`src/rtl/button_conditioner.sv`:
```
// Synchronise, debounce and arbitrate four colour buttons into a one-hot held level plus strobes.
// Optional `BTN_COND_ACTIVE_LOW_EN` selects pull-up (idle-high) buttons.
module button_conditioner #(
  parameter int DEBOUNCE_CYCLES = 16
) (
  input  logic       clk,
  input  logic       rst,
  input  logic [3:0] btn_raw,
  output logic [3:0] btn_held,
  output logic       press_pulse,
  output logic       release_pulse,
  output logic       multi_err
);

  localparam int             CW       = $clog2(DEBOUNCE_CYCLES + 1);
  localparam logic [CW-1:0]  CNT_LAST = CW'(DEBOUNCE_CYCLES - 1);

  typedef enum logic [1:0] {IDLE, HELD, LOCKOUT} state_t;

  logic [3:0]         sync1_q, sync1_d;
  logic [3:0]         sync2_q, sync2_d;
  logic [3:0]         btn_lvl;
  logic [3:0]         db_q, db_d;
  logic [3:0][CW-1:0] cnt_q, cnt_d;
  logic               db_none, db_one;

  state_t             state_q;
  logic [3:0]         held_q;
  logic               press_q, release_q, err_q;

  // Sync flops carry the pin level so an idle-high pin resets to its idle value;
  // the polarity flip happens on the synchronised level.
`ifdef BTN_COND_ACTIVE_LOW_EN
  localparam logic [3:0] SYNC_RST = 4'hF;
  assign btn_lvl = ~sync2_q;
`else
  localparam logic [3:0] SYNC_RST = 4'h0;
  assign btn_lvl = sync2_q;
`endif

  always_comb begin
    sync1_d = btn_raw;
    sync2_d = sync1_q;
  end

  // NOTE: every always_comb output gets a default first so no path infers a latch.
  always_comb begin
    db_d  = db_q;
    cnt_d = '0;
    for (int i = 0; i < 4; i++) begin
      if (btn_lvl[i] != db_q[i]) begin
        if (cnt_q[i] == CNT_LAST) db_d[i]  = ~db_q[i];
        else                      cnt_d[i] = cnt_q[i] + 1'b1;
      end
    end
  end

  // NOTE: sequential state uses non-blocking assignments so all flops update together.
  always_ff @(posedge clk) begin
    if (rst) begin
      sync1_q <= SYNC_RST;
      sync2_q <= SYNC_RST;
      db_q    <= '0;
      cnt_q   <= '0;
    end else begin
      sync1_q <= sync1_d;
      sync2_q <= sync2_d;
      db_q    <= db_d;
      cnt_q   <= cnt_d;
    end
  end

  assign db_none = (db_q == 4'b0000);
  assign db_one  = !db_none && ((db_q & (db_q - 4'd1)) == 4'b0000);

  always_ff @(posedge clk) begin
    if (rst) begin
      state_q   <= IDLE;
      held_q    <= '0;
      press_q   <= 1'b0;
      release_q <= 1'b0;
      err_q     <= 1'b0;
    end else begin
      press_q   <= 1'b0;
      release_q <= 1'b0;
      err_q     <= 1'b0;
      case (state_q)
        IDLE: begin
          if (db_one) begin
            held_q  <= db_q;
            press_q <= 1'b1;
            state_q <= HELD;
          end else if (!db_none) begin
            err_q   <= 1'b1;
            state_q <= LOCKOUT;
          end
        end
        HELD: begin
          if ((db_q & held_q) == 4'b0000) begin
            release_q <= 1'b1;
            held_q    <= '0;
            state_q   <= db_none ? IDLE : LOCKOUT;
          end
        end
        LOCKOUT: begin
          held_q <= '0;
          if (db_none) state_q <= IDLE;
        end
        default: begin
          held_q  <= '0;
          state_q <= IDLE;
        end
      endcase
    end
  end

  assign btn_held      = held_q;
  assign press_pulse   = press_q;
  assign release_pulse = release_q;
  assign multi_err     = err_q;

endmodule

```
`config.mk`:
```
export PLATFORM = sky130hd
export DESIGN_NAME = button_conditioner
export DESIGN_NICKNAME = d
export VERILOG_FILES = /design/src/rtl/button_conditioner.sv
export SDC_FILE = /design/constraint.sdc
export NUM_CORES = 1
export LEC_CHECK = 0
export BUFFER_PORTS_ARGS = -buffer_cell sky130_fd_sc_hd__clkbuf_2
export CAP_MARGIN = 30
export CORE_MARGIN = 4
export CORE_UTILIZATION = 25
export CTS_CLUSTER_SIZE = 16
export DETAILED_ROUTE_END_ITERATION = 12
export SLEW_MARGIN = 5
export SYNTH_ARGS = -nofsm -noshare
export SYNTH_HDL_FRONTEND = slang
export SYNTH_SLANG_ARGS = --single-unit
```
`constraint.sdc`:
```
create_clock -name clk -period 2.1 [get_ports clk]
set_clock_uncertainty 0.1 [all_clocks]
set_input_delay 0.21 -clock clk [delete_from_list [all_inputs] [get_ports clk]]
set_output_delay 0.21 -clock clk [all_outputs]
set_load 0.01 [all_outputs]
```
### Word level (Yosys, flattened, before mapping)

Cells that the tools add are included.

| storage, ports and cells | value |
|---|---|
| flip-flop bits (word level) | 41 |
| input port bits | 6 |
| output and inout port bits | 7 |
| logic and storage cells | 77 |

| operators by class | value |
|---|---|
| $add $sub $neg | 5 |
| equal/unequal tests | 14 |
| muxes and demuxes | 12 |
| bitwise gates (word level) | 12 |
| reduce and logical (&&, ||, !) cells | 19 |

Operators by type and width:

| kind | count |
|---|---|
| 5-bit by 1-bit adder with 5-bit output (second input constant) | 4 |
| 5-bit by 4-bit equality test with 1-bit output (second input constant) | 4 |
| 3-bit OR reduction | 5 |
| 4-bit zero test | 3 |
| 2-bit 2-to-1 mux | 5 |
| 1-bit inverter | 10 |
| 2-bit AND reduction | 5 |
| 4-bit bitwise AND | 2 |
| 4-bit 2-to-1 mux | 2 |
| 4-bit case mux with 2 select lines | 1 |
| 2-bit != test (second input constant) | 3 |
| 2-bit case mux with 3 select lines | 1 |
| 1-bit != test | 4 |
| 2-bit OR reduction | 2 |
| 4-bit by 1-bit subtractor with 4-bit output (second input constant) | 1 |
| 1-bit 2-to-1 mux | 3 |
| 3-bit != test (second input constant) | 1 |
| 3-bit AND reduction | 1 |
| 2-bit by 1-bit equality test with 1-bit output (second input constant) | 1 |
| 2-bit equality test (second input constant) | 1 |
| 2-bit zero test | 1 |
| 1-bit logical AND | 1 |
| 1-bit zero test | 1 |

### Logic depth before layout (Yosys ltp)

| depth | value |
|---|---|
| depth after elaboration | 6 |
| gate-level depth with buffers | 5 |
| gate-level depth less buffers | 5 |

### Least setup slack after synthesis

No wires, ideal clock.

| path | value |
|---|---|
| kind | register -> register |
| start | register cnt_q[10] (netlist bit) |
| end | register cnt_q[12] (netlist bit) |
| library setup time | 65 ps |
| data arrival time | 1379 ps |
| data required time | 1935 ps |
| path slack | 556 ps |
| cell stages (with the launch flop) | 6 |
| path buffers | 0 |
| clock period less this slack | 1544 ps |
| cells stage by stage | dfxtp_1 ha_1 and3_1 ha_1 or3_1 nor2_1 |

| between the ends | value |
|---|---|
| longest elaborated chain between the ends | 2 |
| elaborated cells on any way between the ends | 3 |
| those cells by class | add/sub: 1; eq/ne: 1; reduce/logical: 1 |

Ends and longest elaborated chain:

| what | line | source |
|---|---|---|
| start, declared | 24 | `logic [3:0][CW-1:0] cnt_q, cnt_d;` |
| start signal, assigned | 69 | `cnt_q <= cnt_d;` |
| parallel branches: the longest is 2 deep, another holds 5-bit by 1-bit adder with 5-bit output | -- |  |

Several ways; the timed one is not identified.
A chain may end at the register's enable or synchronous reset.

### Worst setup path in the final report

| path | value |
|---|---|
| start | register db_q[0] |
| end | register state_q[1] |

| between the ends | value |
|---|---|
| longest elaborated chain between the ends | 6 |
| elaborated cells on any way between the ends | 16 |
| those cells by class | add/sub: 1; eq/ne: 3; mux: 4; bitwise: 2; reduce/logical: 6 |

Ends and longest elaborated chain:

| what | line | source |
|---|---|---|
| start, declared | 23 | `logic [3:0] db_q, db_d;` |
| start signal, assigned | 63 | `db_q <= '0;` |
| start signal, assigned | 68 | `db_q <= db_d;` |
| 4-bit by 1-bit subtractor with 4-bit output | 74 | `assign db_one = !db_none && ((db_q & (db_q - 4'd1)) == 4'b0000);` |
| 4-bit bitwise AND | 74 |  |
| 4-bit zero test | 74 |  |
| 1-bit logical AND | 74 |  |
| 3-bit != test (no line) or 2-bit 2-to-1 mux (tied branches) | -- |  |
| 3-bit AND reduction (no line) or 2-bit case mux with 3 select lines (tied branches) | -- |  |
| end signal, assigned | 102 | `state_q <= db_none ? IDLE : LOCKOUT;` |
| end, declared | 27 | `state_t state_q;` |

Several ways; a longest one is shown, not always the timed one. The select of a mux whose other input is x is not followed.

==> results.cfg <==
[status]
status = completed

[placed_design]
port_buffers = 12
gp_congestion = 0.773
place_hpwl_um = 1890

[synth]
synth-edff-count = 0
synthFlopType = dfxtp_1
synthArstFlopShare = 0
ys_warn_count = 0
syn_inst = 171
synth-seq-cells = 41
synth_area_um2 = 1670
avgSynthCellArea_um2 = 9.76
ys_types = 29
synth_fp_nets = 185
seq_area_frac_synth = 0.492

[grt]
grt_max_degree = 16
grt.total_usage = 0.0717
antenna_found_initial = 0
grt_pass1_wl_um = 4750
grt_pass1_vias = 1057
overflow = 0

[setup_path]
crit_path_end_kind = flip-flop
worstPathMaxFanout = 11
cp-start-kind = flip-flop
critPathSlowestCell = or4_1
crit_required_ns = 2.20
slowest_delay_ns = 0.48
critPathArrivalTime_ns = 1.75
crit_chain = a22o_4, or4_1, a311oi_1
critical_path_class = reg -> reg

[detailed_routing]
viasPerCell = 4.43
firstDrtPassIters = 4
avgRoutedWirePerCell_um = 10.4
ant_nets = 0
drt_iter0_drc = 35
vias = 1144
totalWireLength_um = 2680
drc = 0

[final_layout]
syn_to_final_growth_pct = 11.5
drive_gt1_frac = 0.110
fill_cells = 674
antenna_cells = 0
layout.nets = 194

[timing]
finalMaxSlewViolations = 0
tightest_slew_ns = 0.410
min_period_over_period = 0.785
layout_min_cycle_time_ns = 1.65
max_freq_mhz = 607
setup_viol = 0
final-hold-violation-count = 0
fin_tns_setup_ns = 0
slew_headroom = 0.724
whs_ns = 0.0273
rsz0062_at_grt = no

[cts]
htree_levels = 2
cts_buffers = 5
cts_setup_buffers = 0
clk_latency_ns = 0.29
hold_buffers = 0
cts_root_buf = clkbuf_8
cts_sinks = 41
cts_tree = built
cts_buffer_depth = 2
post_cts_resized = 0
clk_pin_slew_ns = 0.07

[floorplan]
io_pins = 13
dieHeight_um = 89.7
floorplan.die_area_um2 = 8050
initial_core_util = 0.260
die_w_um = 89.7
rows = 29
coreArea_um2 = 6420

[power_and_ir_drop]
power_density_nw_per_um2 = 700
leakagePower_nw = 0.668
vdd_drop_max_v = 0.000333
p_total_mw = 1.30

[worst_hold_path]
min-delay-path-class = in -> reg

[flow_run]
cap_violations = 0
==> cell usage after synthesis, drive strengths merged, types with 5 or more instances <==
cell type	number	area, um^2
clkbuf	7	26.3
dfxtp	41	821
ha	8	100
inv	11	41.3
nor2	27	101
nor2b	8	50.1
o2111ai	6	52.6
o211ai	5	37.5
or3	5	31.3
xnor2	9	78.8
==> per-stage QoR <==
stage                util  area, um^2  worst slack [ns]  std cells
floorplan               -        1670             0.556        171
global placement    0.277        1780             0.494        250
detailed placement  0.277        1780             0.432        250
CTS                 0.290        1860             0.433        258
global route        0.290        1860             0.339        258
finish              0.290        1860             0.452        258
==> routing by layer <==
| layer | wire length (um) | vias up | share of wire | global-route usage |
|---|---|---|---|---|
| met5 | 0 | - | 0 | 0 |
| met4 | 46 | 0 | 0.017 | 0.0345 |
| met3 | 96 | 4 | 0.036 | 0.0275 |
| met2 | 1190 | 14 | 0.44 | 0.105 |
| met1 | 1350 | 520 | 0.50 | 0.0920 |
| li1 | - | 606 | - | - |
==> cell families after synthesis <==
logic type | synth area share
xor gates and xnor gates | 0.0682
buffers and inverters | 0.0562
adders and majority gates | 0.0600
and+or+nand+nor | 0.207
AOI/OAI and AO/OA | 0.0930
DFF | 0.492
muxes | 0.0240
==> path summary, 6_finish.rpt <==
kind / startpoint / to / slack, ns / cells after the start
max: db_q[0]$_SDFFE_PP0P_ / state_q[1]$_SDFFE_PP0P_ / 0.45 / 3
min: btn_raw[1] / sync1_q[1]$_SDFF_PP0_ / 0.03 / 2
max reg2reg: db_q[0]$_SDFFE_PP0P_ / state_q[1]$_SDFFE_PP0P_ / 0.45 / 3
min reg2reg: sync1_q[3]$_SDFF_PP0_ / btn_lvl[3]$_SDFF_PP0_ / 0.34 / 1
==> state kept, by name, indices dropped and copies added (netlist names) <==
signal	cells
cnt_q	20
btn_held	4
btn_lvl	4
db_q	4
sync1_q	4
state_q	2
multi_err	1
press_pulse	1
release_pulse	1
==> layout by cell type (no fill, tap or decap), drive strengths merged, types with 3 or more instances in the layout <==
master,instances
nand2,3
xnor2,9
inv,11
nor4b,4
xor2,4
or3,5
nor3,4
mux2i,4
nand3,4
o2111ai,6
and3,4
o211ai,5
clkbuf,20
dfxtp,41
nor2,27
nor2b,8
ha,8
==> layout make-up <==
type                            count  area [um^2]  area share
Multi-Input combinational cell    108          754       0.406
Sequential cell                    41          821       0.441
Tap cell                           77         96.3      0.0518
Inverter                           11         41.3      0.0222
Timing Repair Buffer               13         67.6      0.0363
Clock buffer                        8         80.1      0.0430
==> power by group <==
part	switching (mW)	internal (mW)	leakage, nW
logic	0.0167	0.0130	0.297
registers	0.00416	0.787	0.332
clock network	0.245	0.236	0.0395
==> worst max-delay path, delay by kind of cell (launching register included) <==
| family | cells | cell delay (ns) |
|---|---|---|
| AOI/OAI and AO/OA | 2 | 0.56 |
| and+or+nand+nor | 1 | 0.48 |
| DFF | 1 | 0.42 |
Note: power is estimated with default switching activity, not from simulation.
